File: config.mk
export PLATFORM = sky130hd
export DESIGN_NAME = qam_iq_slicer
export DESIGN_NICKNAME = d
export VERILOG_FILES = /design/src/rtl/qam_iq_slicer.sv
export SDC_FILE = /design/constraint.sdc
export NUM_CORES = 1
export LEC_CHECK = 0
export CAP_MARGIN = 15
export CORE_AREA = 4 4 163 118
export CTS_BUF_LIST = sky130_fd_sc_hd__clkbuf_4 sky130_fd_sc_hd__clkbuf_8
export DETAILED_ROUTE_END_ITERATION = 7
export DIE_AREA = 0 0 167 122
export GPL_TIMING_DRIVEN = 0
export HOLD_SLACK_MARGIN = 0.08
export PLACE_DENSITY = 0.78
export SYNTH_ARGS = -nofsm -noshare
export SYNTH_HDL_FRONTEND = slang
export SYNTH_SLANG_ARGS = --single-unit
File: constraint.sdc
create_clock -name carrier_clk -period 5.5 [get_ports carrier_clk]
set_clock_uncertainty 0.1 [all_clocks]
set_input_delay 1.1 -clock carrier_clk [delete_from_list [all_inputs] [get_ports carrier_clk]]
set_output_delay 1.1 -clock carrier_clk [all_outputs]
set_load 0.05 [all_outputs]
File: src/rtl/qam_iq_slicer.sv
// Two-channel integrate-and-dump 16QAM/QPSK slicer: SPS valid samples per symbol are
// summed per channel, then sliced on sign and magnitude against a threshold.
module qam_iq_lane #(
    parameter int DATA_W = 20,
    parameter int ACC_W  = 23
) (
    input  logic                     carrier_clk,
    input  logic                     reset,
    input  logic signed [DATA_W-1:0] data,
    input  logic                     acc_en,
    input  logic                     restart,
    input  logic                     dump_en,
    input  logic                     dec_en,
    input  logic                     mode_cap,
    input  logic [ACC_W-2:0]         thr_cap,
    output logic [1:0]               dec
);
    localparam logic signed [ACC_W-1:0] ACC_MIN = {1'b1, {(ACC_W-1){1'b0}}};

    logic signed [ACC_W-1:0] acc, dump, base, sum;
    logic [ACC_W-2:0]        mag;
    logic                    sign_bit;

    // align restarts the sum from zero so a same-cycle sample becomes sample 0
    assign base = restart ? '0 : acc;
    assign sum  = base + ACC_W'(data);

    always_ff @(posedge carrier_clk) begin
        if (reset) begin
            acc  <= '0;
            dump <= '0;
        end else begin
            if (dump_en)
                acc <= '0;
            else if (acc_en)
                acc <= sum;
            else if (restart)
                acc <= '0;
            if (dump_en)
                dump <= sum;
        end
    end

    always_comb begin
        sign_bit = dump[ACC_W-1] || (dump == '0);
        if (dump == ACC_MIN)
            mag = '1;
        else if (dump[ACC_W-1])
            mag = (ACC_W-1)'(-dump);
        else
            mag = dump[ACC_W-2:0];
    end

    always_ff @(posedge carrier_clk) begin
        if (reset)
            dec <= '0;
        else if (dec_en)
            dec <= {sign_bit, mode_cap && (mag > thr_cap)};
    end
endmodule

module qam_iq_slicer #(
    parameter int DATA_W = 20,
    parameter int SPS    = 8,
    parameter int ACC_W  = DATA_W + $clog2(SPS),
    parameter int CNT_W  = 16
) (
    input  logic                     carrier_clk,
    input  logic                     reset,
    input  logic signed [DATA_W-1:0] i_data,
    input  logic signed [DATA_W-1:0] q_data,
    input  logic                     in_valid,
    input  logic                     align,
    input  logic                     mode,
    input  logic [ACC_W-2:0]         thr,
    output logic [3:0]               sym,
    output logic                     sym_valid,
    output logic [CNT_W-1:0]         sym_cnt
);
    localparam int NUM_LANES = 2;
    localparam int STAGES    = 2;
    localparam int CW        = (SPS > 1) ? $clog2(SPS) : 1;
    localparam logic [CW-1:0] LAST = CW'(SPS - 1);

    logic [CW-1:0]                       cnt;
    logic                                last, dump_en;
    logic [STAGES:0]                     vld_pipe;
    logic                                mode_cap;
    logic [ACC_W-2:0]                    thr_cap;
    logic [NUM_LANES-1:0][DATA_W-1:0]    lane_data;
    logic [NUM_LANES-1:0][1:0]           lane_dec;

    // align wins over a pending dump; only SPS=1 dumps the aligning sample itself
    assign last      = align ? (SPS == 1) : (cnt == LAST);
    assign dump_en   = in_valid && last;
    assign lane_data = {q_data, i_data};

    always_ff @(posedge carrier_clk) begin
        if (reset) begin
            cnt      <= '0;
            vld_pipe <= '0;
            mode_cap <= 1'b0;
            thr_cap  <= '0;
        end else begin
            if (dump_en)
                cnt <= '0;
            else if (in_valid)
                cnt <= (align ? '0 : cnt) + 1'b1;
            else if (align)
                cnt <= '0;
            if (dump_en) begin
                mode_cap <= mode;
                thr_cap  <= thr;
            end
            vld_pipe <= {vld_pipe[STAGES-1:0], dump_en};
        end
    end

    for (genvar g = 0; g < NUM_LANES; g++) begin : g_lane
        qam_iq_lane #(.DATA_W(DATA_W), .ACC_W(ACC_W)) u_lane (
            .carrier_clk (carrier_clk),
            .reset       (reset),
            .data        (lane_data[g]),
            .acc_en      (in_valid),
            .restart     (align),
            .dump_en     (dump_en),
            .dec_en      (vld_pipe[0]),
            .mode_cap    (mode_cap),
            .thr_cap     (thr_cap),
            .dec         (lane_dec[g])
        );
    end

    always_ff @(posedge carrier_clk) begin
        if (reset) begin
            sym     <= '0;
            sym_cnt <= '0;
        end else if (vld_pipe[STAGES-1]) begin
            sym     <= {lane_dec[0], lane_dec[1]};
            sym_cnt <= sym_cnt + 1'b1;
        end
    end

    assign sym_valid = vld_pipe[STAGES];
endmodule

==> flow_summary.yaml <==
drt:
  dr.first_iter.drc_count: 1010
  count_of_tritonroute_iterations_in_the_first_routing_pass: 5
  drc: 0
  drt.antenna.violating_nets: 0
  wirelength_mm: 28.5
  vias: 9696
  routed_wire_length_per_instance_um: 17.6
  via_to_cell_ratio: 5.98
grt:
  grt_pass1_vias: 9002
  initial_antenna_violation_count: 0
  grtUsageTotal_pct: 27.8
  grt_start_max_net_pins: 17
  aggregate_global_routing_overflow: 0
  global_route_wire_length_before_repair_mm: 45.5
critical_path:
  crit_path_max_fanout: 10
  timing.critical_path.arrival_ns: 5.36
  critical_path_class: "in2reg"
  crit_path_start_kind: "primary input"
  critical_path_required_ns: 5.78
  cp-end-kind: "flip-flop"
timing:
  final_critical_path_setup_slack_ns: 0.420
  timing.final.hold_violations: 0
  final_setup_viols: 0
  tightestPinTransition_ns: 1.04
  maximum_clock_frequency_mhz: 197
  ratio_of_final_minimum_period_to_clock_period_pct: 92.4
  final_max_tran_viols: 0
  timing.slew.headroom_pct: 28.6
  post-route-min-period_ns: 5.08
  rsz0062_at_grt: "no"
pwr:
  power-per-cell-area_mw_per_mm2: 211
  vdd.ir_drop.worst_v: 0.000124
  p_leak_nw: 4.64
cts:
  clock_latency_ns: 0.47
  clk_transition_reported_paths_ns: 0.08
  hold_buffers: 0
  clockRootBuffer: "clkbuf_8"
  post-cts-setup-buffer-count: 0
  sink_count: 145
  htreeDepth: 4
  tritoncts: "built"
  clockBufferDepth: 2
  tritoncts.num_buffers: 17
synthesis:
  yosys.area.top_type_share_pct: 29.4
  synth_seq_cells: 145
  mappedNetlistNets: 1428
  syn_avg_cell_area_um2: 7.78
  ys_top_cells_by_area: "dfxtp_1 (29%), ha_1 (12%), nand2_1 (6.0%)"
  synth_ff_type: "dfxtp_1"
  ys.warnings.count: 0
  synthDistinctLibCells: 68
  netlist_instances: 1267
  share_of_async_settable_or_async_resettable_flops_after_synthesis_pct: 0
  synth_top_cell_by_area: "dfxtp_1"
  synth-edff-count: 0
  synthesis.area_mm2: 0.00986
  synth_seq_area_share_pct: 29.4
hold_path:
  min_path_type: "reg2reg"
layout:
  n_fill_cell: 1623
  finish.cell_count_without_fillers: 1621
  post-route-cell-area_mm2: 0.0115
  post_route_cells_drive_above_1_share_pct: 4.69
  area_delta_synth_final_pct: 16.5
  num-nets-final: 1534
  diodes: 0
place:
  place.port_buffers: 86
  pre_cts_slack_ns: -0.180
  hpwlAfterDp_mm: 22.1
  placedInstanceArea_mm2: 0.0110
  dpl.cell_count: 1589
  finalWeightedCongestion: 0.942
run_status:
  outcome: "finished clean"
floorplanning:
  die_height_um: 122
  rows: 41
  core_region_area_mm2: 0.0177
  dieArea_mm2: 0.0204
  die-width_um: 167
  initial_core_utilization_pct: 55.7
  top_level_ports: 88
run:
  max_cap_violations: 0
## critical path, stage by stage
cell and delay (ns):
clkdlybuf4s50_1 0.55, clkbuf_1 0.40, clkbuf_1 0.60, nor2b_1 0.14
ha_1 0.40, and4_1 0.23, o21ai_0 0.09, a31oi_1 0.31
o41ai_2 0.17, o21ai_0 0.53, mux2i_1 0.41, nand3_1 0.13
a311oi_1 0.29
## power breakdown
group	total [mW]	switching [mW]	internal [mW]	leakage, nW
sequential	1.08	0.00522	1.07	1.18
clock	0.974	0.456	0.518	0.219
combinational	0.372	0.213	0.159	3.25
total	2.43	0.674	1.75	4.64
## final cells by class
type | instances | area (um^2) | share of cell area [%]
flip-flops and latches | 145 | 2900 | 25.3
inverters | 49 | 184 | 1.60
clock inverters | 12 | 180 | 1.57
repair buffers | 87 | 873 | 7.60
multi-input cells | 1011 | 6540 | 56.9
plain buffers | 62 | 254 | 2.21
well taps | 236 | 295 | 2.57
clock buffers | 19 | 262 | 2.28
## through the flow
step / hold slack, ns / power, mW / setup TNS, ns / utilization (%)
global placement: 0.343 / 1.46 / -0.191 / 62.2
global route: 0.380 / 2.51 / 0 / 64.9
finish: 0.360 / 2.43 / 0 / 64.9
CTS: 0.360 / 2.42 / 0 / 64.7
floorplan: 0.336 / 1.34 / 0 / -
detailed placement: 0.350 / 1.47 / -0.404 / 62.2
## sequential cells by signal, indices dropped and copies added, names as in the netlist
signal / flops
mode_cap: 1
thr_cap: 22
vld_pipe: 3
sym: 4
sym_cnt: 16
g_lane.u_lane.dump: 46
g_lane.u_lane.dec: 4
cnt: 3
g_lane.u_lane.acc: 46
## metal layers
metal | vias to the layer above | part of all wire [%] | global-route usage (%)
li1 | 4757 | - | -
met5 | - | 0 | 0
met4 | 0 | 1.8 | 7.56
met1 | 4503 | 47 | 39.2
met2 | 394 | 42 | 41.5
met3 | 42 | 9.7 | 8.27
## cells in the mapped netlist, types with 3 or more instances
cell / instances
a21o_1: 18
inv_1: 48
mux2i_1: 38
o21bai_1: 6
nor4_1: 4
nand2_1: 157
buf_1: 4
o211ai_1: 10
or4_1: 4
a32o_1: 7
clkbuf_1: 55
and3_1: 10
ha_1: 92
o31ai_1: 7
xor2_1: 20
dfxtp_1: 145
o21a_1: 9
xnor2_1: 29
a311oi_1: 4
or3_1: 14
a31oi_1: 20
a21o_2: 3
o21ai_0: 90
a2111oi_0: 6
and2_1: 3
nand3_1: 30
a211oi_1: 8
a31o_2: 5
nor2b_1: 59
or2_2: 4
a22o_1: 15
nor3_1: 25
and4_1: 3
o311ai_0: 7
nand2b_1: 12
nand4_1: 22
a311o_1: 3
nor2_1: 122
o41ai_1: 3
o2bb2ai_1: 3
a21oi_1: 110
## final timing paths
check                                        start                                     end  slack, ns  depth (start not counted)
min reg2reg               thr_cap[19]$_SDFFE_PP0P_                thr_cap[19]$_SDFFE_PP0P_       0.36                          2
max                                          align  g_lane[1].u_lane.dump[22]$_SDFFE_PP0P_       0.42                         13
min                       thr_cap[19]$_SDFFE_PP0P_                thr_cap[19]$_SDFFE_PP0P_       0.36                          2
max reg2reg  g_lane[1].u_lane.dump[0]$_SDFFE_PP0P_    g_lane[1].u_lane.dec[0]$_SDFFE_PP0P_       0.52                         19
## cell families after synthesis
logic type / synth area share [%]
muxes: 4.09
and+or+nand+nor: 23.1
DFF: 29.4
adders and majority gates: 12.1
buffers and inverters: 4.43
AOI/OAI and AO/OA: 22.5
xor gates and xnor gates: 4.35
## what timing repair did
action / CTS / global route
hold endpoints to repair: 0 / 0
endpoints found under the setup margin: 0 / 3
resized for setup: 0 / 5
## cell usage in the layout, fill, tap and decap left out, types with 22 or more instances in the layout
cell type,synthesis,layout
clkbuf_1,55,54
nand4_1,22,22
nor3_1,25,24
dfxtp_1,145,145
o21ai_0,90,90
clkdlybuf4s50_1,0,86
a21oi_1,110,110
ha_1,92,92
nor2b_1,59,59
nor2_1,122,122
nand2_1,157,157
mux2i_1,38,38
nand3_1,30,30
xnor2_1,29,29
inv_1,48,48
(Power assumes the default switching activity.)
